### src/rtl/gfx_write_arbiter_if.sv
// gfx_write_arbiter_if: engine-side and DDR-side write-path signals of the graphics write arbiter.
// Ports (all carried in the interface):
//   req_af_wr_en/req_af_addr_din      per-engine address FIFO writes (31 bits per engine)
//   req_wdf_wr_en/req_wdf_din/req_wdf_mask_din  per-engine data FIFO writes (128 data + 16 mask bits per engine)
//   req_af_full/req_wdf_full          per-engine FIFO full flags as seen by each engine
//   af_full/wdf_full                  DDR FIFO full flags
//   af_wr_en/af_addr_din              DDR address FIFO write
//   wdf_wr_en/wdf_din/wdf_mask_din    DDR data FIFO write
//   grant_valid/grant_idx             current owner of the write path
// Modports: slave = arbiter, master = engines plus DDR FIFOs (the environment).
interface gfx_write_arbiter_if #(parameter int NUM_REQ = 3);
    logic [NUM_REQ-1:0]     req_af_wr_en;
    logic [NUM_REQ*31-1:0]  req_af_addr_din;
    logic [NUM_REQ-1:0]     req_wdf_wr_en;
    logic [NUM_REQ*128-1:0] req_wdf_din;
    logic [NUM_REQ*16-1:0]  req_wdf_mask_din;
    logic [NUM_REQ-1:0]     req_af_full;
    logic [NUM_REQ-1:0]     req_wdf_full;
    logic                   af_full;
    logic                   wdf_full;
    logic                   af_wr_en;
    logic [30:0]            af_addr_din;
    logic                   wdf_wr_en;
    logic [127:0]           wdf_din;
    logic [15:0]            wdf_mask_din;
    logic                   grant_valid;
    logic [2:0]             grant_idx;

    modport slave (
        input  req_af_wr_en, req_af_addr_din, req_wdf_wr_en, req_wdf_din, req_wdf_mask_din,
        input  af_full, wdf_full,
        output req_af_full, req_wdf_full, af_wr_en, af_addr_din, wdf_wr_en, wdf_din, wdf_mask_din,
        output grant_valid, grant_idx
    );

    modport master (
        output req_af_wr_en, req_af_addr_din, req_wdf_wr_en, req_wdf_din, req_wdf_mask_din,
        output af_full, wdf_full,
        input  req_af_full, req_wdf_full, af_wr_en, af_addr_din, wdf_wr_en, wdf_din, wdf_mask_din,
        input  grant_valid, grant_idx
    );
endinterface

### src/rtl/gfx_write_arbiter.sv
// gfx_write_arbiter: shares the DDR address/data write FIFOs among NUM_REQ engines, one 1-address + 2-beat transaction per grant.
// Ports:
//   clk  system clock
//   rst  synchronous active-high reset
//   bus  gfx_write_arbiter_if.slave carrying all engine-side and DDR-side write signals
// Configuration: define GFX_ARB_FIXED_PRIORITY_EN for fixed priority (lowest index wins);
//   default is round-robin starting after the last granted engine.
module gfx_write_arbiter #(
    parameter int NUM_REQ = 3
) (
    input  logic                clk,
    input  logic                rst,
    gfx_write_arbiter_if.slave  bus
);
    typedef enum logic {IDLE, GRANT} state_t;

    state_t             state_q, state_d;
    logic [2:0]         grant_idx_q, grant_idx_d;
    logic [2:0]         last_idx_q, last_idx_d;
    logic               af_done_q, af_done_d;
    logic [1:0]         wdf_cnt_q, wdf_cnt_d;
    logic [2:0]         win_idx;
    logic [NUM_REQ-1:0] req;
    logic [NUM_REQ-1:0] req_af_full, req_wdf_full;
    logic               af_wr_en, wdf_wr_en;

    assign req = bus.req_af_wr_en | bus.req_wdf_wr_en;

    // Later loop iterations override earlier ones, so the loops run from lowest to highest priority.
    always_comb begin
        win_idx = '0;
`ifdef GFX_ARB_FIXED_PRIORITY_EN
        for (int k = NUM_REQ - 1; k >= 0; k--)
            if (req[k]) win_idx = 3'(k);
`else
        for (int k = NUM_REQ; k >= 1; k--)
            if (req[(int'(last_idx_q) + k) % NUM_REQ]) win_idx = 3'((int'(last_idx_q) + k) % NUM_REQ);
`endif
    end

    always_comb begin
        state_d      = state_q;
        grant_idx_d  = grant_idx_q;
        last_idx_d   = last_idx_q;
        af_done_d    = af_done_q;
        wdf_cnt_d    = wdf_cnt_q;
        req_af_full  = '1;
        req_wdf_full = '1;
        af_wr_en     = 1'b0;
        wdf_wr_en    = 1'b0;
        if (state_q == IDLE) begin
            if (|req) begin
                state_d     = GRANT;
                grant_idx_d = win_idx;
                af_done_d   = 1'b0;
                wdf_cnt_d   = 2'd0;
            end
        end else begin
            // Once the address or both beats are in, the owner sees full so nothing extra leaks through.
            req_af_full[grant_idx_q]  = bus.af_full | af_done_q;
            req_wdf_full[grant_idx_q] = bus.wdf_full | (wdf_cnt_q == 2'd2);
            af_wr_en  = bus.req_af_wr_en[grant_idx_q] & ~bus.af_full & ~af_done_q;
            wdf_wr_en = bus.req_wdf_wr_en[grant_idx_q] & ~bus.wdf_full & (wdf_cnt_q != 2'd2);
            af_done_d = af_done_q | af_wr_en;
            wdf_cnt_d = wdf_cnt_q + {1'b0, wdf_wr_en};
            // Completion counts acceptances of this same cycle.
            if (af_done_d && wdf_cnt_d == 2'd2) begin
                state_d    = IDLE;
                last_idx_d = grant_idx_q;
                af_done_d  = 1'b0;
                wdf_cnt_d  = 2'd0;
            end
        end
    end

    always_ff @(posedge clk) begin
        if (rst) begin
            state_q     <= IDLE;
            grant_idx_q <= '0;
            last_idx_q  <= 3'(NUM_REQ - 1);
            af_done_q   <= 1'b0;
            wdf_cnt_q   <= 2'd0;
        end else begin
            state_q     <= state_d;
            grant_idx_q <= grant_idx_d;
            last_idx_q  <= last_idx_d;
            af_done_q   <= af_done_d;
            wdf_cnt_q   <= wdf_cnt_d;
        end
    end

    assign bus.req_af_full  = req_af_full;
    assign bus.req_wdf_full = req_wdf_full;
    assign bus.af_wr_en     = af_wr_en;
    assign bus.wdf_wr_en    = wdf_wr_en;
    assign bus.af_addr_din  = bus.req_af_addr_din[31*grant_idx_q +: 31];
    assign bus.wdf_din      = bus.req_wdf_din[128*grant_idx_q +: 128];
    assign bus.wdf_mask_din = bus.req_wdf_mask_din[16*grant_idx_q +: 16];
    assign bus.grant_valid  = (state_q == GRANT);
    assign bus.grant_idx    = grant_idx_q;
endmodule

### src/flat_wrapper.sv
// flat-port wrapper written by rule: the top's interface ports become plain ports
module gfx_write_arbiter_flat 
#(
    parameter int NUM_REQ = 3
)
  (clk, rst, bus_req_af_wr_en, bus_req_af_addr_din, bus_req_wdf_wr_en, bus_req_wdf_din, bus_req_wdf_mask_din, bus_af_full, bus_wdf_full, bus_req_af_full, bus_req_wdf_full, bus_af_wr_en, bus_af_addr_din, bus_wdf_wr_en, bus_wdf_din, bus_wdf_mask_din, bus_grant_valid, bus_grant_idx);
  gfx_write_arbiter_if #(.NUM_REQ(NUM_REQ)) bus_i ();
  input  logic clk;
  input  logic rst;
  input wire logic [$bits(bus_i.req_af_wr_en)-1:0] bus_req_af_wr_en;
  input wire logic [$bits(bus_i.req_af_addr_din)-1:0] bus_req_af_addr_din;
  input wire logic [$bits(bus_i.req_wdf_wr_en)-1:0] bus_req_wdf_wr_en;
  input wire logic [$bits(bus_i.req_wdf_din)-1:0] bus_req_wdf_din;
  input wire logic [$bits(bus_i.req_wdf_mask_din)-1:0] bus_req_wdf_mask_din;
  input wire logic [$bits(bus_i.af_full)-1:0] bus_af_full;
  input wire logic [$bits(bus_i.wdf_full)-1:0] bus_wdf_full;
  output wire logic [$bits(bus_i.req_af_full)-1:0] bus_req_af_full;
  output wire logic [$bits(bus_i.req_wdf_full)-1:0] bus_req_wdf_full;
  output wire logic [$bits(bus_i.af_wr_en)-1:0] bus_af_wr_en;
  output wire logic [$bits(bus_i.af_addr_din)-1:0] bus_af_addr_din;
  output wire logic [$bits(bus_i.wdf_wr_en)-1:0] bus_wdf_wr_en;
  output wire logic [$bits(bus_i.wdf_din)-1:0] bus_wdf_din;
  output wire logic [$bits(bus_i.wdf_mask_din)-1:0] bus_wdf_mask_din;
  output wire logic [$bits(bus_i.grant_valid)-1:0] bus_grant_valid;
  output wire logic [$bits(bus_i.grant_idx)-1:0] bus_grant_idx;
  assign bus_i.req_af_wr_en = bus_req_af_wr_en;
  assign bus_i.req_af_addr_din = bus_req_af_addr_din;
  assign bus_i.req_wdf_wr_en = bus_req_wdf_wr_en;
  assign bus_i.req_wdf_din = bus_req_wdf_din;
  assign bus_i.req_wdf_mask_din = bus_req_wdf_mask_din;
  assign bus_i.af_full = bus_af_full;
  assign bus_i.wdf_full = bus_wdf_full;
  assign bus_req_af_full = bus_i.req_af_full;
  assign bus_req_wdf_full = bus_i.req_wdf_full;
  assign bus_af_wr_en = bus_i.af_wr_en;
  assign bus_af_addr_din = bus_i.af_addr_din;
  assign bus_wdf_wr_en = bus_i.wdf_wr_en;
  assign bus_wdf_din = bus_i.wdf_din;
  assign bus_wdf_mask_din = bus_i.wdf_mask_din;
  assign bus_grant_valid = bus_i.grant_valid;
  assign bus_grant_idx = bus_i.grant_idx;
  gfx_write_arbiter #(.NUM_REQ(NUM_REQ)) u_core (.clk(clk), .rst(rst), .bus(bus_i));
endmodule
### config.mk
export PLATFORM = sky130hd
export DESIGN_NAME = gfx_write_arbiter_flat
export DESIGN_NICKNAME = d
export VERILOG_FILES = /design/src/rtl/gfx_write_arbiter_if.sv /design/src/rtl/gfx_write_arbiter.sv /design/src/flat_wrapper.sv
export SDC_FILE = /design/constraint.sdc
export NUM_CORES = 1
export LEC_CHECK = 0
export ABC_CLOCK_PERIOD_IN_PS = 4940
export BUFFER_PORTS_ARGS = -buffer_cell sky130_fd_sc_hd__clkbuf_2
export CORE_AREA = 4 4 278 280
export DETAILED_ROUTE_END_ITERATION = 6
export DIE_AREA = 0 0 282 284
export HOLD_SLACK_MARGIN = 0.1
export SLEW_MARGIN = 30
export SYNTH_ARGS = -nofsm -noshare
export SYNTH_HDL_FRONTEND = slang
export SYNTH_SLANG_ARGS = --single-unit
### constraint.sdc
create_clock -name clk -period 4.94 [get_ports clk]
set_input_delay 0.741 -clock clk [delete_from_list [all_inputs] [get_ports clk]]
set_output_delay 0.741 -clock clk [all_outputs]
set_load 0.02 [all_outputs]
==> reports/results.ini, run 1 <==
[yosys]
avgSynthCellArea_um2=5.84
synth.distinct_cells=59
synth_nets=1540
synth_top_family_by_area=multiplexers
synth_largest_area_cell=mux2i_1
syn_inst=986
ys.flop_type=dfxtp_1
synth_compound_area_share_pct=21.8
synth-seq-cells=10
synthSimpleGateAreaFrac_pct=31.2
synthTopCellsByArea=mux2i_1 31%, nor2_1 25%, a21oi_1 16%
yosys-top-cells-count=377 x nor2_1, 182 x a21oi_1, 179 x mux2i_1
yosys.area.top_type_share_pct=31.1
synthAdderAreaFrac_pct=4.13
yosys_warnings=0
netlist_area_um2=5750
ys_seq_area_share_pct=3.48
synth.most_common_cell=nor2_1
synthXorXnorAreaFrac_pct=1.35
synth-edff-count=0
synthArstFlopShare_pct=0
synth_mux_area_share_pct=31.3

[global_routing]
busiest_layer=met2
track_usage_pct=13.2
grt.met3_usage_pct=7.05
antenna_found_initial=50
grt_util_met1_pct=14.2
grt_pass1_wl_mm=73.3
overflow=0
grt.met2_usage_pct=21.7
grt_pass1_vias=9145
grt_max_degree=93

[clock_tree]
cts.sinks=10
clk_pin_slew_ps=40
cts_made_buffers=3
cts_tree=built
cts_max_path_buffers=2
cts_root_buffer=clkbuf_16
hold_buffers=0
cts_resized=0
post_cts.repair.setup_buffers=0
cts.htree.levels=1
clock_latency_ps=240

[worst_setup_path]
worstPathCellList=ha_1, xnor2_2, inv_2, ha_1, nand3_1, a22oi_1, nor3b_1, xnor2_1, ha_1, nor3_4, nor4b_2, nor3_1, o2111ai_1, a32o_1
slowest_stage=dfxtp_1
cp_common_cell=ha_1
rr_startpoint=u_core.last_idx_q[0]
start_kind=register
crit_start=u_core.last_idx_q[0]
cp_max_fo=19
critical_path_required_ps=5070
end_kind=register
crit_arrival_ps=4430
crit_type=register to register
critPathMaxStageDelay_ps=740

[placement]
place.gp.congestion=0.908
placed_area_um2=10500
numPortBuffers=721
hpwl_mm=52.3
pre_cts_slack_ps=726

[pwr]
clockPowerShare_pct=12.5
vdd_drop_max_uv=87.7
powerDensity_nw_per_um2=123
intPower_mw=0.582
p_leak_nw=5.21
p_seq_share_pct=7.4
switching_power_mw=0.723
combPwrFrac_pct=80.1
swShare_pct=55.4

[routing]
drt_iter0_markers=377
wire_per_inst_um=22.0
routed_wl_mm=57.9
firstDrtPassIters=5
ant_nets=0
vias_per_cell=3.74
num_vias=9830
drcViolationCount=0

[finish]
drive_gt1_share_pct=45.9
final_nets=2198
final_cell_area_um2=10600
area_growth_pct=84.3

[die]
core_area_um2=74400
rows=100
die_w_um=282
io_pins=722
dieHeight_um=284
die_area_um2=80100
start_util_pct=7.73

[timing]
holdWs_ps=522
min_period_ps=4300
finalHoldViolCount=0
finClkSkew_ps=1.51
setup_tns_ps=0
slew_viol_final=0
worstMarginPinSlew_ps=891
fmax_mhz=232
timing.final.crit_share_pct=87.1
slew-limit-headroom_pct=40.6
worst_slack_ps=636
rsz0062_at_grt=false
setup_viol=0

[flow_run]
maxCapViolCount=0

[worst_hold_path]
hold_start=u_core.af_done_q
hold_path_class=register to register

[run_status]
outcome=complete, no violations

==> cell usage in the layout, fill, tap and decap left out, types with 5 or more instances in the layout <==
cell type,count
ha_1,19
a211oi_1,6
diode_2,16
nor3_1,7
nor2_1,377
buf_4,10
mux2i_1,179
clkbuf_2,721
nand2_1,20
inv_1,15
a21oi_1,182
xnor2_1,6
dfxtp_1,7
and3_1,5
o21ai_0,5
buf_12,6
==> critical path: cells and delay by family (launching register included) <==
family | cells | cell delay, ps
buf+inv | 1 | 70
simple gates | 5 | 1080
flops | 1 | 740
xor+xnor | 2 | 530
compound gates | 3 | 720
fa+ha+maj | 3 | 1020
==> registers in the layout, summed over array words and instances (netlist names) <==
| name | count |
|---|---|
| u_core.af_done_q | 1 |
| u_core.bus.grant_idx | 3 |
| u_core.bus.grant_valid | 1 |
| u_core.last_idx_q | 3 |
| u_core.wdf_cnt_q | 2 |
==> stage by stage <==
stage	util, %	total power, mW	instances
detailed placement	14.1	1.18	2608
CTS	14.2	1.34	2612
floorplan	-	0.574	986
global route	14.2	1.41	2622
global placement	14.1	1.17	2608
finish	14.2	1.31	2628
==> metal layers <==
layer,routed length (um),up-vias
li1,-,4714
met1,21500,4378
met2,25800,571
met3,7500,109
met4,2590,58
met5,455,-
==> logic make-up after synthesis <==
kind of cell / count (synthesis)
and+or+nand+nor: 439
AOI/OAI and AO/OA: 228
adders and majority gates: 19
DFF: 10
xor gates and xnor gates: 8
buffers and inverters: 102
muxes: 180
==> power groups by stage <==
stage | clock, mW | combinational, mW | sequential (mW)
6_report | 0.163 | 1.05 | 0.0971
3_3_place_gp | 0 | 1.07 | 0.0986
4_1_cts | 0.166 | 1.08 | 0.0973
2_1_floorplan | 0 | 0.487 | 0.0873
3_5_place_dp | 0 | 1.08 | 0.0987
5_1_grt | 0.171 | 1.14 | 0.0986
==> layout make-up <==
type	instances	area (um2)
multi-input combinational	874	5180
inverter	18	67.6
antenna	16	40.0
timing repair buffer	737	3800
tap	969	1210
sequential	10	211
fill	8685	63800
clock buffer	4	88.8
==> path summary, 6_finish.rpt <==
kind | endpoint | depth (start not counted) | slack (ps)
setup / recovery | u_core.bus.grant_idx[2] | 14 | 640
hold / removal | u_core.af_done_q | 2 | 520
setup reg to reg | u_core.bus.grant_idx[2] | 14 | 640
hold reg to reg | u_core.af_done_q | 2 | 520
Note: power is estimated with default switching activity, not from simulation.
==> run 2, diff against run 1 <==
- ABC_CLOCK_PERIOD_IN_PS: 4940 -> 5200
- clock period: 4.94 -> 5.2 ns (I/O delays scaled with it)
==> run 2 against run 1 <==
  * Flip-flop and latch count is the same
  * Global-route usage is essentially flat
  * Utilization shrank 0.057 points
  * Non-clock buffer count shrank 4
  * Sequential power shrank 11%
  * First-iteration DRC count grew 8.0%
  * Final area shrank 0.40%
  * Clock skew is essentially flat
  * Critical endpoint unchanged
==> reports/results.ini, run 2 (synthesis gave the netlist of run 1 again) <==
[clock_tree]
clk_pin_slew_ps=40  ; about the same
hold_buffers=0  ; unchanged
clock_latency_ps=240  ; about the same
cts_root_buffer=clkbuf_16
cts_max_path_buffers=2  ; unchanged
cts_resized=0  ; unchanged
post_cts.repair.setup_buffers=0  ; unchanged
cts_tree=built
cts.htree.levels=1  ; unchanged
cts.sinks=10  ; unchanged
cts_made_buffers=3  ; unchanged

[placement]
hpwl_mm=52.5  ; +0.32%
placed_area_um2=10400  ; -0.60%
numPortBuffers=721  ; unchanged
place.gp.congestion=0.912  ; +0.42%

[worst_setup_path]
end_kind=register
critPathMaxStageDelay_ps=740  ; about the same
crit_type=register to register
slowest_stage=dfxtp_1
cp_max_fo=19  ; unchanged
cp_common_cell=ha_1
worstPathCellList=ha_1, xnor2_2, inv_2, ha_1, nand3_1, a22oi_1, nor3b_1, xnor2_1, ha_1, nor3_4, nor4b_2, nor3_1, o2111ai_1, a32o_1
critical_path_required_ps=5330  ; +260 ps
timing.critical_path.buf_inv=1  ; unchanged
crit_arrival_ps=4470  ; +40 ps
cp_top_family=simple AND/OR/NAND/NOR gates
r2r_cells=14  ; unchanged
start_kind=register
cp_num_cells=14  ; unchanged

[timing]
fmax_mhz=230  ; -0.89%
slew-limit-headroom_pct=37.7  ; -2.9 points
finClkSkew_ps=1.81  ; +0.295 ps
timing.final.crit_share_pct=83.5  ; -3.6 points
rsz0062_at_grt=false
setup_viol=0  ; unchanged
setup_tns_ps=0  ; unchanged
finalHoldViolCount=0  ; unchanged
worstMarginPinSlew_ps=934  ; +43.5 ps
holdWs_ps=531  ; +9.12 ps
slew_viol_final=0  ; unchanged
min_period_ps=4340  ; +38.8 ps

[global_routing]
overflow=0  ; unchanged
track_usage_pct=13.2  ; +0.037 points
grt_pass1_wl_mm=73.7  ; +0.45%
grt_pass1_vias=9122  ; -0.25%
grt_max_degree=100  ; +7.5%
antenna_found_initial=55  ; +10%

[finish]
final_cell_area_um2=10600  ; -0.40%
area_growth_pct=83.5
drive_gt1_share_pct=45.8  ; -0.13 points
layout_commonest_cell=clkbuf_2
final_cell_mix=721 x clkbuf_2, 377 x nor2_1, 182 x a21oi_1
final_nets=2194  ; -0.18%

[die]
io_pins=722  ; unchanged
die_area_um2=80100  ; unchanged
rows=100  ; unchanged
start_util_pct=7.73  ; unchanged
core_area_um2=74400  ; unchanged
die_w_um=282  ; unchanged
dieHeight_um=284  ; unchanged

[pwr]
powerDensity_nw_per_um2=118  ; -4.3%
p_total_mw=1.24  ; -4.7%
vdd_drop_max_uv=78.8  ; -10%
p_leak_nw=5.19  ; -0.42%

[routing]
ant_nets=0  ; unchanged
vias_per_cell=3.72  ; -0.64%
drt_iter0_markers=407  ; +8.0%
routed_wl_mm=57.9  ; about the same
firstDrtPassIters=5  ; unchanged
drcViolationCount=0  ; unchanged
num_vias=9741  ; -0.91%
wire_per_inst_um=22.1  ; +0.31%

[flow_run]
maxCapViolCount=0  ; unchanged

[run_status]
outcome=complete, no violations

[worst_hold_path]
hold_path_class=register to register
hold_depth=2  ; unchanged

## run 2: cell types whose count changed in the layout (fill, tap and decap cells not counted)
| cell | change |
|---|---|
| buf_4 | -3 |
| diode_2 | -3 |
| buf_12 | -2 |
| buf_16 | +1 |
## run 2: through the flow
step                      cells  setup slack (ps)  util (%)
after detailed placement   2603               958      14.0
after floorplan             986              1690         -
final                      2621               857      14.2
after global placement     2603              1140      14.0
after CTS                  2607               940      14.1
after global routing       2615               490      14.2
## run 2: power by group
group	switching, mW	leakage, nW	internal, mW	total [mW]
combinational	0.643	5.06	0.359	1.00
sequential	0.00812	0.0836	0.0779	0.0861
clock	0.0394	0.0442	0.116	0.155
total	0.691	5.19	0.553	1.24
## run 2: final timing paths
| check | startpoint | endpoint | slack, ps |
|---|---|---|---|
| max reg2reg | u_core.last_idx_q[0] | u_core.bus.grant_idx[2] | 860 |
| min | u_core.af_done_q | u_core.af_done_q | 530 |
| max | u_core.last_idx_q[0] | u_core.bus.grant_idx[2] | 860 |
| min reg2reg | u_core.af_done_q | u_core.af_done_q | 530 |
## run 2: routing by layer
metal / track usage, % / share of wire [%] / vias to the layer above
li1: - / - / 4704
met3: 7.26 / 13 / 112
met5: 0 / 0.74 / -
met2: 22.5 / 46 / 542
met1: 14.3 / 37 / 4317
met4: 3.44 / 2.8 / 66
## run 2: tightest hold or removal path: cells and delay by family (launching register included)
kind | cells | cell delay (ps)
simple gates | 1 | 100
flops | 1 | 310
compound gates | 1 | 60
## run 2: layout make-up
class / instances / area, um2
tap: 969 / 1210
clock buffer: 4 / 88.8
sequential: 10 / 211
fill: 8688 / 63900
antenna: 13 / 32.5
multi-input combinational: 874 / 5180
inverter: 18 / 67.6
timing repair buffer: 733 / 3770
==> run 3, diff against run 2 <==
- ABC_CLOCK_PERIOD_IN_PS: 5200 -> 3900
- CORE_AREA: 4 4 278 280 -> 4 4 282 284
- DIE_AREA: 0 0 282 284 -> 0 0 286 288
- clock period: 5.2 -> 3.9 ns (I/O delays scaled with it)
==> run 3 against run 2 <==
  * Die area grew 2.8%
  * Final area rose by 1.6%
  * Routed wire length rose by 0.51%
  * Largest cell class unchanged
  * Largest power group unchanged
==> reports/results.ini, run 3 (synthesis gave the netlist of run 1 again) <==
[run_status]
outcome=complete, no violations

[global_routing]
antenna_found_initial=51  ; -7.3%
track_usage_pct=13.0  ; -0.24 points
grt_max_degree=98  ; -2.0%
overflow=0  ; unchanged
grt_pass1_vias=9238  ; +1.3%
grt_pass1_wl_mm=75.5  ; +2.5%

[timing]
finClkSkew_ps=3.67  ; +1.87 ps
worstMarginPinSlew_ps=603  ; -331 ps
finalHoldViolCount=0  ; unchanged
slew_viol_final=0  ; unchanged
setup_viol=0  ; unchanged
rsz0062_at_grt=true
min_period_ps=3690  ; -649 ps
timing.final.crit_share_pct=94.7  ; +11 points
slew-limit-headroom_pct=59.8  ; +22 points
fmax_mhz=271  ; +18%
holdWs_ps=520  ; -11.4 ps

[placement]
dp_cells=2678  ; +2.9%
numPortBuffers=721  ; unchanged
place.gp.congestion=0.809  ; -11%
hpwl_mm=52.3  ; -0.38%
placed_area_um2=10600  ; +1.7%

[routing]
vias_per_cell=3.63  ; -2.3%
routed_wl_mm=58.2  ; +0.51%
drcViolationCount=0  ; unchanged
drt_iter0_markers=320  ; -21%
wire_per_inst_um=21.6  ; -2.1%
ant_nets=0  ; unchanged
num_vias=9765  ; +0.25%
firstDrtPassIters=5  ; unchanged

[finish]
nFillCells=9091  ; +4.6%
drive_gt1_share_pct=46.0  ; +0.28 points
fin_cells=2690  ; +2.6%
post-route-util_pct=13.9  ; -0.27 points
final_cell_area_um2=10700  ; +1.6%
layout_commonest_cell=clkbuf_2
area_growth_pct=86.4
final_nets=2197  ; +0.14%
final_cell_mix=721 x clkbuf_2, 377 x nor2_1, 182 x a21oi_1

[worst_hold_path]
hold_path_class=register to register
hold_start=u_core.af_done_q

[clock_tree]
cts_made_buffers=3  ; unchanged
hold_buffers=0  ; unchanged
cts_tree=built
cts.sinks=10  ; unchanged
cts.htree.levels=1  ; unchanged
clk_pin_slew_ps=40  ; about the same
cts_root_buffer=clkbuf_16
clock_latency_ps=240  ; about the same
cts_max_path_buffers=2  ; unchanged

[pwr]
p_leak_nw=5.21  ; +0.36%
p_total_mw=1.62  ; +30%
vdd_drop_max_uv=114  ; +45%
powerDensity_nw_per_um2=151  ; +28%

[worst_setup_path]
rr_startpoint=u_core.last_idx_q[0]
cp_max_fo=18  ; -1
end_kind=register
start_kind=register
critical_path_required_ps=4030  ; -1300 ps
crit_arrival_ps=3820  ; -650 ps
reg2reg_setup_slack_ps=210  ; -650 ps
crit_type=register to register
crit_start=u_core.last_idx_q[0]

[die]
io_pins=722  ; unchanged
die_area_um2=82400  ; +2.8%
dieHeight_um=288  ; +1.4%
core_area_um2=77100  ; +3.5%
die_w_um=286  ; +1.4%
start_util_pct=7.46  ; -0.26 points
rows=102  ; +2.0%

[flow_run]
maxCapViolCount=0  ; unchanged

-- run 3: cell types whose count changed in the layout (fill, tap and decap cells not counted), sizes merged --
| cell | delta |
|---|---|
| buf | +3 |
| diode | -5 |
-- run 3: where the power goes --
group	switching [mW]	internal (mW)	leakage [nW]
Sequential	0.0111	0.104	0.0836
Clock	0.0526	0.137	0.0382
Combinational	0.833	0.480	5.08
-- run 3: path summary, 6_finish.rpt --
kind | cells after the start | endpoint
max reg2reg | 13 | u_core.bus.grant_idx[2]
min | 2 | u_core.af_done_q
max | 13 | u_core.bus.grant_idx[2]
min reg2reg | 2 | u_core.af_done_q
-- run 3: area by class of cell --
class                           count  area [um2]  area share [%]
Tap cell                         1040        1300            12.1
Clock buffer                        4        78.8           0.735
Multi-Input combinational cell    874        5210            48.6
Sequential cell                    10         214            1.99
Timing Repair Buffer              736        3830            35.7
Antenna cell                        8        20.0           0.187
Inverter                           18        67.6           0.630
-- run 3: what timing repair did --
action,4_1_cts,5_1_grt
setup buffers,0,0
resized for setup,0,6
setup endpoints to repair,0,3
-- run 3: critical path, stage by stage, from the launching register on --
cell and delay (ps):
dfxtp_1 370, buf_4 260, inv_1 100, ha_1 400, ha_1 300, a22oi_1 230
nor3b_1 260, xnor2_1 180, ha_1 290, nor3_4 80, nor3b_1 350, o22ai_1 180
a221o_1 350, a32o_1 250
-- run 3: routing by layer --
layer	track usage (%)	up-vias	wire length [um]	part of all wire, %
li1	-	4702	-	-
met1	14.4	4378	21900	38
met2	23.4	511	28400	49
met3	6.14	102	6730	12
met4	1.30	72	761	1.3
met5	0	-	456	0.78
-- run 3: per-stage QoR --
stage / worst slack (ps) / setup TNS (ps)
6_report: 206 / 0
5_1_grt: -57.1 / -57.1
4_1_cts: 66.8 / 0
3_5_place_dp: 97.6 / 0
3_3_place_gp: 226 / 0
2_1_floorplan: 391 / 0
